==> src/rtl/fetch_pkg.sv <==
// fetch_pkg: shared definitions for the instruction-fetch stage.
// Holds the fetch FSM state encoding, the default reset PC and the NOP word.
package fetch_pkg;

  localparam logic [31:0] RESET_PC_DEFAULT = 32'h0000_3000;
  localparam logic [31:0] NOP              = 32'h0000_0000;

  typedef enum logic [1:0] {
    ST_IDLE = 2'd0,
    ST_REQ  = 2'd1,
    ST_DONE = 2'd2
  } fetch_state_e;

endpackage

==> src/rtl/fetch_unit_if.sv <==
// fetch_unit_if: instruction-memory request bus between fetch_unit and imem.
// Handshake: imem_req is the valid. While imem_req is high, imem_addr is
// stable and imem_req stays high until the cycle imem_ready is high; in that
// cycle the transfer completes and imem_rdata carries the word for imem_addr.
// imem_ready is ignored whenever imem_req is low.
interface fetch_unit_if;

  logic        imem_req;
  logic [31:0] imem_addr;
  logic        imem_ready;
  logic [31:0] imem_rdata;

  modport master (
    output imem_req,
    output imem_addr,
    input  imem_ready,
    input  imem_rdata
  );

  modport slave (
    input  imem_req,
    input  imem_addr,
    output imem_ready,
    output imem_rdata
  );

endinterface

==> src/rtl/fetch_unit_pc_reg.sv <==
// pc_reg_unit: architectural PC, deferred-write register and alignment logic.
// Writes arriving while a fetch request is outstanding are parked in a
// pending register and applied on the edge that leaves REQ, so the fetch
// address never moves under an open request.
// Optional feature macro: FETCH_ALIGN_CHECK_EN -- when defined, a misaligned
// load is rejected and raises a sticky misalign flag; otherwise the two low
// address bits are forced to zero on every load.
module pc_reg_unit #(
  parameter logic [31:0] RESET_PC = 32'h0000_3000
) (
  input  logic        clk,
  input  logic        rst,
  input  logic        in_req_i,     // FSM is in REQ
  input  logic        leave_req_i,  // FSM leaves REQ at this edge
  input  logic        pc_write_i,
  input  logic [31:0] npc_i,
  output logic [31:0] pc_o,
  output logic        misalign_o
);

  logic [31:0] pc_q, pc_d;
  logic [31:0] pend_pc_q, pend_pc_d;
  logic        pend_valid_q, pend_valid_d;
  logic        apply;
  logic [31:0] apply_val;
`ifdef FETCH_ALIGN_CHECK_EN
  logic        mis_q, mis_d;
`endif

  // Next-state: choose which value (if any) lands in the PC this edge.
  always_comb begin
    pc_d         = pc_q;
    pend_pc_d    = pend_pc_q;
    pend_valid_d = pend_valid_q;
    apply        = 1'b0;
    apply_val    = npc_i;
`ifdef FETCH_ALIGN_CHECK_EN
    mis_d        = mis_q;
`endif
    if (in_req_i) begin
      if (pc_write_i) begin
        pend_valid_d = 1'b1;
        pend_pc_d    = npc_i;
      end
      if (leave_req_i) begin
        // A write in the exit cycle is the newest one, so it wins.
        apply        = pc_write_i | pend_valid_q;
        apply_val    = pc_write_i ? npc_i : pend_pc_q;
        pend_valid_d = 1'b0;
      end
    end else if (pc_write_i) begin
      apply     = 1'b1;
      apply_val = npc_i;
    end
    if (apply) begin
`ifdef FETCH_ALIGN_CHECK_EN
      if (apply_val[1:0] != 2'b00) mis_d = 1'b1;
      else                         pc_d  = apply_val;
`else
      pc_d = apply_val & 32'hFFFF_FFFC;
`endif
    end
  end

  // State registers with synchronous reset; reset drops any pending write.
  always_ff @(posedge clk) begin
    if (rst) begin
      pc_q         <= RESET_PC;
      pend_pc_q    <= 32'h0000_0000;
      pend_valid_q <= 1'b0;
`ifdef FETCH_ALIGN_CHECK_EN
      mis_q        <= 1'b0;
`endif
    end else begin
      pc_q         <= pc_d;
      pend_pc_q    <= pend_pc_d;
      pend_valid_q <= pend_valid_d;
`ifdef FETCH_ALIGN_CHECK_EN
      mis_q        <= mis_d;
`endif
    end
  end

  assign pc_o = pc_q;
`ifdef FETCH_ALIGN_CHECK_EN
  assign misalign_o = mis_q;
`else
  assign misalign_o = 1'b0;
`endif

endmodule

==> src/rtl/fetch_unit.sv <==
// fetch_unit: multicycle MIPS instruction-fetch stage. Owns the fetch FSM and
// the instruction register; the PC lives in pc_reg_unit. Alignment checking
// is selected by the FETCH_ALIGN_CHECK_EN macro inside pc_reg_unit.
module fetch_unit
  import fetch_pkg::*;
#(
  parameter logic [31:0] RESET_PC = RESET_PC_DEFAULT,
  parameter logic [31:0] IR_RESET = NOP
) (
  input  logic                clk,
  input  logic                rst,
  input  logic                fetch_start,
  input  logic                pc_write,
  input  logic [31:0]         npc_in,
  fetch_unit_if.master        imem,
  output logic [31:0]         pc,
  output logic [31:0]         ir,
  output logic                fetch_done,
  output logic                busy,
  output logic                misalign,
  output fetch_state_e        dbg_state
);

  fetch_state_e state_q, state_d;
  logic [31:0]  ir_q;
  logic         leave_req;

  // Next-state logic; a latched misalign fault blocks new fetches.
  always_comb begin
    state_d   = state_q;
    leave_req = 1'b0;
    case (state_q)
      ST_IDLE: if (fetch_start && !misalign) state_d = ST_REQ;
      ST_REQ: begin
        if (imem.imem_ready) begin
          state_d   = ST_DONE;
          leave_req = 1'b1;
        end
      end
      ST_DONE: state_d = ST_IDLE;
      default: state_d = ST_IDLE;
    endcase
  end

  // FSM state register.
  always_ff @(posedge clk) begin
    if (rst) state_q <= ST_IDLE;
    else     state_q <= state_d;
  end

  // Instruction register captures the word on the accepting cycle only.
  always_ff @(posedge clk) begin
    if (rst)                                        ir_q <= IR_RESET;
    else if (state_q == ST_REQ && imem.imem_ready)  ir_q <= imem.imem_rdata;
  end

  pc_reg_unit #(.RESET_PC(RESET_PC)) u_pc_reg (
    .clk         (clk),
    .rst         (rst),
    .in_req_i    (state_q == ST_REQ),
    .leave_req_i (leave_req),
    .pc_write_i  (pc_write),
    .npc_i       (npc_in),
    .pc_o        (pc),
    .misalign_o  (misalign)
  );

  assign imem.imem_req  = (state_q == ST_REQ);
  assign imem.imem_addr = pc;
  assign ir             = ir_q;
  assign fetch_done     = (state_q == ST_DONE);
  assign busy           = (state_q != ST_IDLE);
  assign dbg_state      = state_q;

endmodule

==> src/flat_wrapper.sv <==
// flat-port wrapper written by rule: the top's interface ports become plain ports
module fetch_unit_flat import fetch_pkg::*;
#(
  parameter logic [31:0] RESET_PC = RESET_PC_DEFAULT,
  parameter logic [31:0] IR_RESET = NOP
)
  (clk, rst, fetch_start, pc_write, npc_in, pc, ir, fetch_done, busy, misalign, dbg_state, imem_imem_req, imem_imem_addr, imem_imem_ready, imem_imem_rdata);
  fetch_unit_if imem_i ();
  input  logic clk;
  input  logic rst;
  input  logic fetch_start;
  input  logic pc_write;
  input  logic [31:0] npc_in;
  output logic [31:0] pc;
  output logic [31:0] ir;
  output logic fetch_done;
  output logic busy;
  output logic misalign;
  output fetch_state_e dbg_state;
  output wire logic [$bits(imem_i.imem_req)-1:0] imem_imem_req;
  output wire logic [$bits(imem_i.imem_addr)-1:0] imem_imem_addr;
  input wire logic [$bits(imem_i.imem_ready)-1:0] imem_imem_ready;
  input wire logic [$bits(imem_i.imem_rdata)-1:0] imem_imem_rdata;
  assign imem_imem_req = imem_i.imem_req;
  assign imem_imem_addr = imem_i.imem_addr;
  assign imem_i.imem_ready = imem_imem_ready;
  assign imem_i.imem_rdata = imem_imem_rdata;
  fetch_unit #(.RESET_PC(RESET_PC), .IR_RESET(IR_RESET)) u_core (.clk(clk), .rst(rst), .fetch_start(fetch_start), .pc_write(pc_write), .npc_in(npc_in), .imem(imem_i), .pc(pc), .ir(ir), .fetch_done(fetch_done), .busy(busy), .misalign(misalign), .dbg_state(dbg_state));
endmodule
==> config.mk <==
export PLATFORM = sky130hd
export DESIGN_NAME = fetch_unit_flat
export DESIGN_NICKNAME = d
export VERILOG_FILES = /design/src/rtl/fetch_pkg.sv /design/src/rtl/fetch_unit_if.sv /design/src/rtl/fetch_unit_pc_reg.sv /design/src/rtl/fetch_unit.sv /design/src/flat_wrapper.sv
export SDC_FILE = /design/constraint.sdc
export NUM_CORES = 1
export LEC_CHECK = 0
export BUFFER_PORTS_ARGS = -buffer_cell sky130_fd_sc_hd__clkbuf_2
export CELL_PAD_IN_SITES_DETAIL_PLACEMENT = 0
export CELL_PAD_IN_SITES_GLOBAL_PLACEMENT = 1
export CORE_MARGIN = 10
export CORE_UTILIZATION = 34
export CTS_CLUSTER_DIAMETER = 50
export DETAILED_ROUTE_END_ITERATION = 7
export PLACE_DENSITY_LB_ADDON = 0.1
export SLEW_MARGIN = 15
export SYNTH_ARGS = -nofsm -noshare
export SYNTH_HDL_FRONTEND = slang
export SYNTH_SLANG_ARGS = --single-unit
==> constraint.sdc <==
create_clock -name clk -period 2.1 [get_ports clk]
set_input_delay 0.105 -clock clk [delete_from_list [all_inputs] [get_ports clk]]
set_output_delay 0.105 -clock clk [all_outputs]
set_load 0.005 [all_outputs]
### Word-level counts from Yosys, hierarchy flattened

Cells that the tools add are included.

* equality and inequality tests: 4
* multiplexer cells: 13
* bitwise operators: 1
* reductions and logical operators: 6

Operators by type and width (count)
* $mux W32: 3
* $mux W1: 7
* $mux W2: 2
* $pmux W2 S2: 1
* $reduce_and A2 Y1: 2
* $reduce_bool A2 Y1: 2
* $eq A2 B1 Y1 const B: 1
* $eq A2 B2 Y1 const B: 1
* $logic_not A2 Y1: 1
* $ne A2 B1 Y1 const B: 1
* $ne A2 B2 Y1 const B: 1
* $logic_and A1 B1 Y1: 1
* $or A1 B1 Y1: 1

* flip-flop bits (word level): 97
* bits of input ports: 69
* output and inout bits: 102
* word-level logic and storage cells: 29

### Longest topological paths before layout

Gate-level depths: netlist (run 1).

* depth after elaboration: 4
* gate-level depth with buffers: 7

### Modules after synthesis

Synthesis (run 1) repeated with hierarchy kept, for this count alone.

* cells, all modules: 531
* area, all modules: 4832.1 sq um

Modules (own cells, without submodules)
* pc_reg_unit: instances 1, cells an instance 350, area an instance 3034.2 sq um
* fetch_unit: instances 1, cells an instance 181, area an instance 1798.0 sq um

### Worst setup path before layout (run 1)

OpenSTA, ideal clock, no wires.

* path type: reg2reg
* start point: reg u_core.state_q[0], in the netlist u_core.dbg_state[0]
* end point: reg u_core.u_pc_reg.pc_q[10], in the netlist u_core.u_pc_reg.pc_o[10]
* setup time: 0.119 ns
* arrival: 1.496 ns
* data required time: 1.981 ns
* slack: 0.486 ns
* cell stages (with the launch flop): 8
* path buffers: 4
* period minus slack after synthesis: 1.614 ns
* cells stage by stage: dfxtp_1 > buf_4 > or3b_1 > clkbuf_1 > o21a_1 > buf_6 > buf_6 > o221a_1

* cells in the longest elaborated chain, start to end: 4
* elaborated cells between the ends (all ways): 6
* classes of those cells: eq/ne: 1; mux: 5

Ends and longest elaborated chain
* start, declared: line fetch_unit.sv:24 `fetch_state_e state_q, state_d;`
* start signal, assigned: line fetch_unit.sv:48 `else state_q <= state_d;`
* $eq A2 B1 Y1 (*): line fetch_unit.sv:32, fetch_unit.sv:60
* $mux W1: line fetch_unit.sv:32 `case (state_q)`
* $mux W32 or $mux W1 (tied branches): line fetch_unit_pc_reg.sv:45 `if (leave_req_i) begin`
* $mux W32 or $mux W1 (tied branches): line fetch_unit_pc_reg.sv:40 `if (in_req_i) begin`
* end signal, assigned: line fetch_unit_pc_reg.sv:75 `pc_q <= pc_d;`
* end, declared: line fetch_unit_pc_reg.sv:21 `logic [31:0] pc_q, pc_d;`

Every way passes the cells marked *; elsewhere a longest branch is shown, timed or not.
A chain may end at the register's enable or synchronous reset.

### Final worst setup path (run 1)

* start point: reg u_core.state_q[1], in the netlist u_core.dbg_state[1]
* end point: reg u_core.u_pc_reg.pc_q[6], in the netlist u_core.u_pc_reg.pc_o[6]

Same word-level chain as after synthesis.

==> impl_metrics.tcl, run 1 <==
set metrics [dict create \
    min_path_cells 3 \
    worstPathArrival_ns 1.96 \
    core-area_mm2 0.0108 \
    vias_per_cell 4.77 \
    synthToLayoutAreaGrowth_pct 40.6 \
    final-hold-violation-count 0 \
    r2r_slack_ns 0.44 \
    hp-class "input port to flip-flop" \
    min_to "u_core.dbg_state[0]" \
    max_cap_violations 0 \
    diodes 0 \
    rsz0062_at_grt "false" \
    vias 3466 \
    max_freq_mhz 604 \
    clkPwrFrac_pct 35.3 \
    design_power_total_w 0.00391 \
    final_common_cell "clkbuf_2" \
    p_leak_nw 2.48 \
    crit_required_ns 2.40 \
    stdcell_count 726 \
    initial_core_util_pct 34.8 \
    first_pass_iters 4 \
    ioPinCount 171 \
    wl_mm 11.6 \
    numPortBuffers 163 \
    placementRows 38 \
    numCtsBuffers 9 \
    synthCells 399 \
    post_dp_cell_area_mm2 0.00446 \
    period_needed_ns 1.66 \
    finalSetupTns_ns 0 \
    cp_max_fo 22 \
    cts.sinks 95 \
    rr_startpoint "u_core.dbg_state[1]" \
    die_x_um 125 \
    die-area_mm2 0.0157 \
    wl_per_cell_um 16.0 \
    layout.nets 650 \
    synth_edf_count 0 \
    place_congestion 0.702 \
    outcome "finished clean" \
    synth_ff_type "dfxtp_1" \
    gr-total-overflow 0 \
    ir_drop_v 0.000419 \
    antenna_found_initial 0 \
    fin_skew_ns 0.0108 \
    fin_util_pct 49.0 \
    synth_cell_type_count 28 \
    cts_max_level 3 \
    fp.dieH_um 125 \
    drc 0 \
    detail-route-antenna-nets 0 \
    grt_pass1_wl_mm 19.3 \
    ys_warn_count 0 \
    drt_iter0_drc 227 \
    ff_latch_area_mm2 0.00190 \
    async_reset_ff_share_pct 0 \
    setup_viol 0 \
    first_global_vias 3742 \
    start_kind "flip-flop" \
    ys_ff_latch 95 \
    clkLatencyLatePin_ns 0.36 \
    clockBufferDepth 2 \
    internal_power_w 0.00291 \
    drv_slew 0 \
    power.density_mw_per_mm2 736 \
    cts_tree "built" \
    fin_crit_sh_pct 78.9 \
    fill_cells 1026 \
    avgSynthCellArea_um2 9.46 \
    stdcell_area_mm2 0.00531 \
    layout_common_cells "clkbuf_2, dfxtp_1, dlygate4sd3_1" \
    holdCritStartpoint "fetch_start" \
    synth_seq_area_share_pct 50.4 \
    clk_pin_slew_ns 0.09 \
    crit_type "flip-flop to flip-flop" \
    switching_share_pct 25.4 \
    syn-cell-area_mm2 0.00377 \
    crit_path_end_kind "flip-flop" \
    drive_gt1_share_pct 34.5 \
    grtUsageTotal_pct 14.6 \
    comb_power_share_pct 14.5 \
    dp_hpwl_mm 7.74 \
    seqPwrFrac_pct 50.1 \
    grt_max_degree 46 \
    r2r-end "u_core.u_pc_reg.pc_o[6]" \
    root_buffer "clkbuf_8" \
    reg2reg_depth 4 \
    place_inst 648 \
    multi_input_area_mm2 0.00134 \
    p_switching_w 0.000994 \
]
## Yosys cell counts, types with 2 or more instances
library cell | instances | share of area (%)
nor2b_1 | 2 | 0.33
o221a_2 | 8 | 2.4
o32ai_1 | 2 | 0.46
a31oi_1 | 28 | 4.6
o31ai_1 | 2 | 0.40
inv_1 | 30 | 3.0
nor3_1 | 3 | 0.40
buf_4 | 36 | 7.2
buf_2 | 8 | 1.1
nand2_1 | 60 | 6.0
a22o_1 | 32 | 7.4
a21oi_1 | 31 | 4.1
buf_1 | 2 | 0.20
o221a_1 | 20 | 6.0
dfxtp_1 | 95 | 50
and3b_1 | 4 | 0.93
clkbuf_1 | 21 | 2.1
nand3b_1 | 2 | 0.40
buf_6 | 3 | 0.90
o21a_1 | 2 | 0.40
## registers in the layout, indices dropped and copies added, names as in the netlist
signal and count:
u_core.ir 32, u_core.dbg_state 2, u_core.u_pc_reg.pc_o 30, u_core.u_pc_reg.pend_valid_q 1, u_core.u_pc_reg.pend_pc_q 30
## per-layer routing
| metal | vias up | GRT usage (%) | wire (µm) |
|---|---|---|---|
| met5 | - | 0 | 0 |
| met3 | 12 | 6.46 | 1020 |
| met1 | 1615 | 16.3 | 4830 |
| li1 | 1726 | - | - |
| met2 | 113 | 24.9 | 5650 |
| met4 | 0 | 3.39 | 112 |
## final cells by class
cell class	count	area share [%]
clock inverters	6	1.72
inverters	30	2.12
clock buffers	10	2.59
well taps	140	3.30
flip-flops and latches	95	35.8
repair buffers	238	29.1
multi-input cells	207	25.3
## logic make-up after synthesis
group / share of synthesized area (%)
muxes: 0.265
buffers and inverters: 14.5
and+or+nand+nor: 8.92
DFF: 50.4
other: 0.0994
AOI/OAI and AO/OA: 25.8
## critical path: stages (launching register included)
cell	delay, ns
dfxtp_1	0.32
or3b_1	0.57
buf_4	0.32
a31oi_1	0.20
o221a_2	0.19
## worst max path at each step
stage	from	to	slack, ns	depth (start not counted)
2_1_floorplan	u_core.dbg_state[0]	u_core.u_pc_reg.pc_o[10]	0.49	7
4_1_cts	u_core.dbg_state[1]	u_core.u_pc_reg.pc_o[6]	0.41	4
6_report	u_core.dbg_state[1]	u_core.u_pc_reg.pc_o[6]	0.44	4
3_5_place_dp	u_core.dbg_state[1]	u_core.u_pc_reg.pc_o[21]	0.44	4
5_1_grt	u_core.dbg_state[0]	u_core.u_pc_reg.pc_o[23]	0.32	4
3_3_place_gp	u_core.dbg_state[1]	u_core.u_pc_reg.pc_o[4]	0.44	4
## power by group through the flow
stage / Combinational, W / Clock [W] / Sequential [W]
2_1_floorplan: 0.000296 / 0 / 0.00200
3_3_place_gp: 0.000482 / 0 / 0.00200
3_5_place_dp: 0.000486 / 0 / 0.00200
4_1_cts: 0.000577 / 0.00143 / 0.00196
5_1_grt: 0.000635 / 0.00149 / 0.00197
6_report: 0.000567 / 0.00138 / 0.00196
## stage by stage
stage                     hold WS [ns]  setup WS (ns)
after global placement           0.316          0.435
after global routing            0.0637          0.322
after floorplan                  0.231          0.486
after detailed placement         0.319          0.439
after CTS                       0.0285          0.408
final                           0.0337          0.443
## what timing repair did
item,in CTS,in global routing
hold buffers,62,0
gates resized for setup,0,0
setup buffers,0,0
hold endpoints to repair,62,0
Power figures use the tool's default switching activity.
==> run 2, diff against run 1 <==
ABC_AREA = 1   (was unset)
CORE_UTILIZATION = 30   (was 34)
clock period = 1.3 ns   (was 2.1 ns; I/O delays follow)
==> run 2 against run 1 <==
  * Non-clock buffer count rose by 12
  * Largest cell class is now multi-input gates
  * Final area grew 25%
  * Clock power rose by 110%
  * Core utilization down 3.1 points
  * Via count grew 31%
  * Synthesized area up 17%
  * Die area grew 27%
  * Global-route usage fell by 0.52 points
==> impl_metrics.tcl, run 2 <==
set metrics [dict create \
    placementRows 44 \
    cp_cell_sequence "inv_4 -> nor2_4 -> nand3_2 -> nand2_4 -> buf_12 -> buf_16 -> nand2_1 -> nand2_1 -> nor2_1" \
    hp-class "input port to flip-flop" \
    synth_cell_type_count 20 \
    final_common_cell "nand2_1" \
    antenna_found_initial 0 \
    grtUsageTotal_pct 14.0 \
    design_power_total_w 0.00758 \
    crit_path_end_kind "flip-flop" \
    place_inst 969 \
    wl_mm 14.9 \
    final-hold-violation-count 0 \
    syn-cell-area_mm2 0.00442 \
    max_freq_mhz 782 \
    finalHoldWorstSlack_ns 0.00985 \
    fin_skew_ns 0.00510 \
    largest_register_ffs 32 \
    numCtsBuffers 9 \
    max_cap_violations 0 \
    synth_largest_area_cell "dfxtp_1" \
    clkLatencyLatePin_ns 0.35 \
    async_reset_ff_share_pct 0 \
    cp_slowest_cell "dfxtp_4" \
    fill_cells 1446 \
    synth_most_common_cell "nand2_1" \
    fin_crit_sh_pct 98.4 \
    drv_slew 0 \
    die-area_mm2 0.0200 \
    setup_viol 0 \
    layout_common_cells "nand2_1, clkbuf_2, dfxtp_1" \
    ir_drop_v 0.000557 \
    yosys-top-cells-count "nand2_1, nor2_1, dfxtp_1" \
    layout.nets 932 \
    vias 4524 \
    period_needed_ns 1.28 \
    p_leak_nw 3.29 \
    outcome "finished clean" \
    grt_max_degree 65 \
    numPortBuffers 163 \
    reg2reg_depth 9 \
    path_common_cell "nand2_1" \
    drt_iter0_drc 174 \
    holdCritStartpoint "npc_in[10]" \
    critPathMaxStageDelay_ns 0.37 \
    crit_required_ns 1.55 \
    root_buffer "clkbuf_16" \
    diodes 0 \
    dp_hpwl_mm 9.33 \
    critPathLaunch "u_core.dbg_state[0]" \
    rr_startpoint "u_core.dbg_state[0]" \
    min_path_cells 3 \
    r2r_slack_ns 0.02 \
    cts.sinks 95 \
    start_kind "flip-flop" \
    layout_setup_ws_ns 0.0209 \
    ys_ff_latch 95 \
    core-area_mm2 0.0145 \
    drc 0 \
    crit_type "flip-flop to flip-flop" \
    avgSynthCellArea_um2 6.60 \
    drive_gt1_share_pct 30.6 \
    stdcell_count 1051 \
    detail-route-antenna-nets 0 \
    synthCells 670 \
    cp_max_fo 8 \
    place_congestion 0.714 \
    cts_max_level 3 \
    clockBufferDepth 2 \
    first_global_vias 4468 \
    clk_pin_slew_ns 0.07 \
    synth_edf_count 0 \
    initial_core_util_pct 30.5 \
    grt_pass1_wl_mm 23.1 \
    die_x_um 141 \
    rsz0062_at_grt "true" \
    fp.dieH_um 141 \
    post-place-ws_ns -0.0557 \
    wl_per_cell_um 14.2 \
    r2r-end "u_core.u_pc_reg.pc_o[19]" \
    power.density_mw_per_mm2 1140 \
    min_to "u_core.u_pc_reg.pend_pc_q[10]" \
    cts_tree "built" \
    synth_ff_type "dfxtp_1" \
    synthToLayoutAreaGrowth_pct 50.1 \
    synth.area.top_cells "dfxtp_1, nand2_1, nor2_1" \
    ys_warn_count 0 \
    gr-total-overflow 0 \
    synth_seq_area_share_pct 43.0 \
    vias_per_cell 4.30 \
    worstPathArrival_ns 1.52 \
    ioPinCount 171 \
    first_pass_iters 4 \
    netlist.area_leader.share_pct 43.0 \
]
-- run 2: cells by family after synthesis --
group	count (synthesis)	share of synthesized area (%)
flip-flops	95	43.0
AND/OR/NAND/NOR	366	31.7
AO/OA/AOI/OAI	69	9.68
other	1	0.0848
buffers and inverters	139	15.6
-- run 2: report_power, final --
| part | leakage [nW] | switching (W) | internal (W) |
|---|---|---|---|
| Combinational | 2.35 | 0.000771 | 0.000743 |
| Sequential | 0.780 | 0.000110 | 0.00310 |
| Clock | 0.155 | 0.00114 | 0.00172 |
| Total | 3.29 | 0.00202 | 0.00556 |
-- run 2: worst max path at each step --
stage                                to  slack (ns)  depth (start not counted)
2_1_floorplan  u_core.u_pc_reg.pc_o[21]        0.04                          8
3_3_place_gp   u_core.u_pc_reg.pc_o[10]       0.002                          8
3_5_place_dp              u_core.ir[25]       -0.06                          6
4_1_cts         u_core.u_pc_reg.pc_o[8]       -0.02                          8
5_1_grt         u_core.u_pc_reg.pc_o[6]       -0.06                          9
6_report       u_core.u_pc_reg.pc_o[19]        0.02                          9
-- run 2: critical path: cells and delay by family (launching register included) --
family,cells,cell delay (ns)
buf+inv,3,0.28
flops,1,0.37
simple gates,6,0.51
-- run 2: layer usage --
metal / GRT usage, % / vias to the layer above / share of wire, %
li1: - / 2380 / -
met1: 17.3 / 1997 / 45
met2: 21.1 / 131 / 43
met3: 6.07 / 16 / 9.9
met4: 5.49 / 0 / 1.5
met5: 0 / - / 0
-- run 2: per-stage QoR --
step / TNS [ns] / utilization (%) / area, µm²
3_3_place_gp: 0 / 36.7 / 5310
3_5_place_dp: -1.13 / 36.7 / 5310
5_1_grt: -0.905 / 45.9 / 6640
6_report: 0 / 45.9 / 6640
4_1_cts: -0.0899 / 43.2 / 6250
2_1_floorplan: 0 / - / 4440
-- run 2: timing repair --
action	4_1_cts	5_1_grt
gates resized for setup	6	60
endpoints found under the setup margin	50	76
hold endpoints to repair	54	0
hold buffers	54	0
cloned	2	6
pin swaps	1	10
buffers inserted	0	5
-- run 2: layout make-up --
class / count / area [µm²] / share of cell area, %
clock buffer: 11 / 243 / 3.66
clock inverter: 4 / 70.1 / 1.06
inverter: 67 / 264 / 3.98
multi-input combinational: 440 / 2020 / 30.4
sequential: 95 / 1910 / 28.8
tap: 184 / 230 / 3.47
timing repair buffer: 250 / 1900 / 28.7
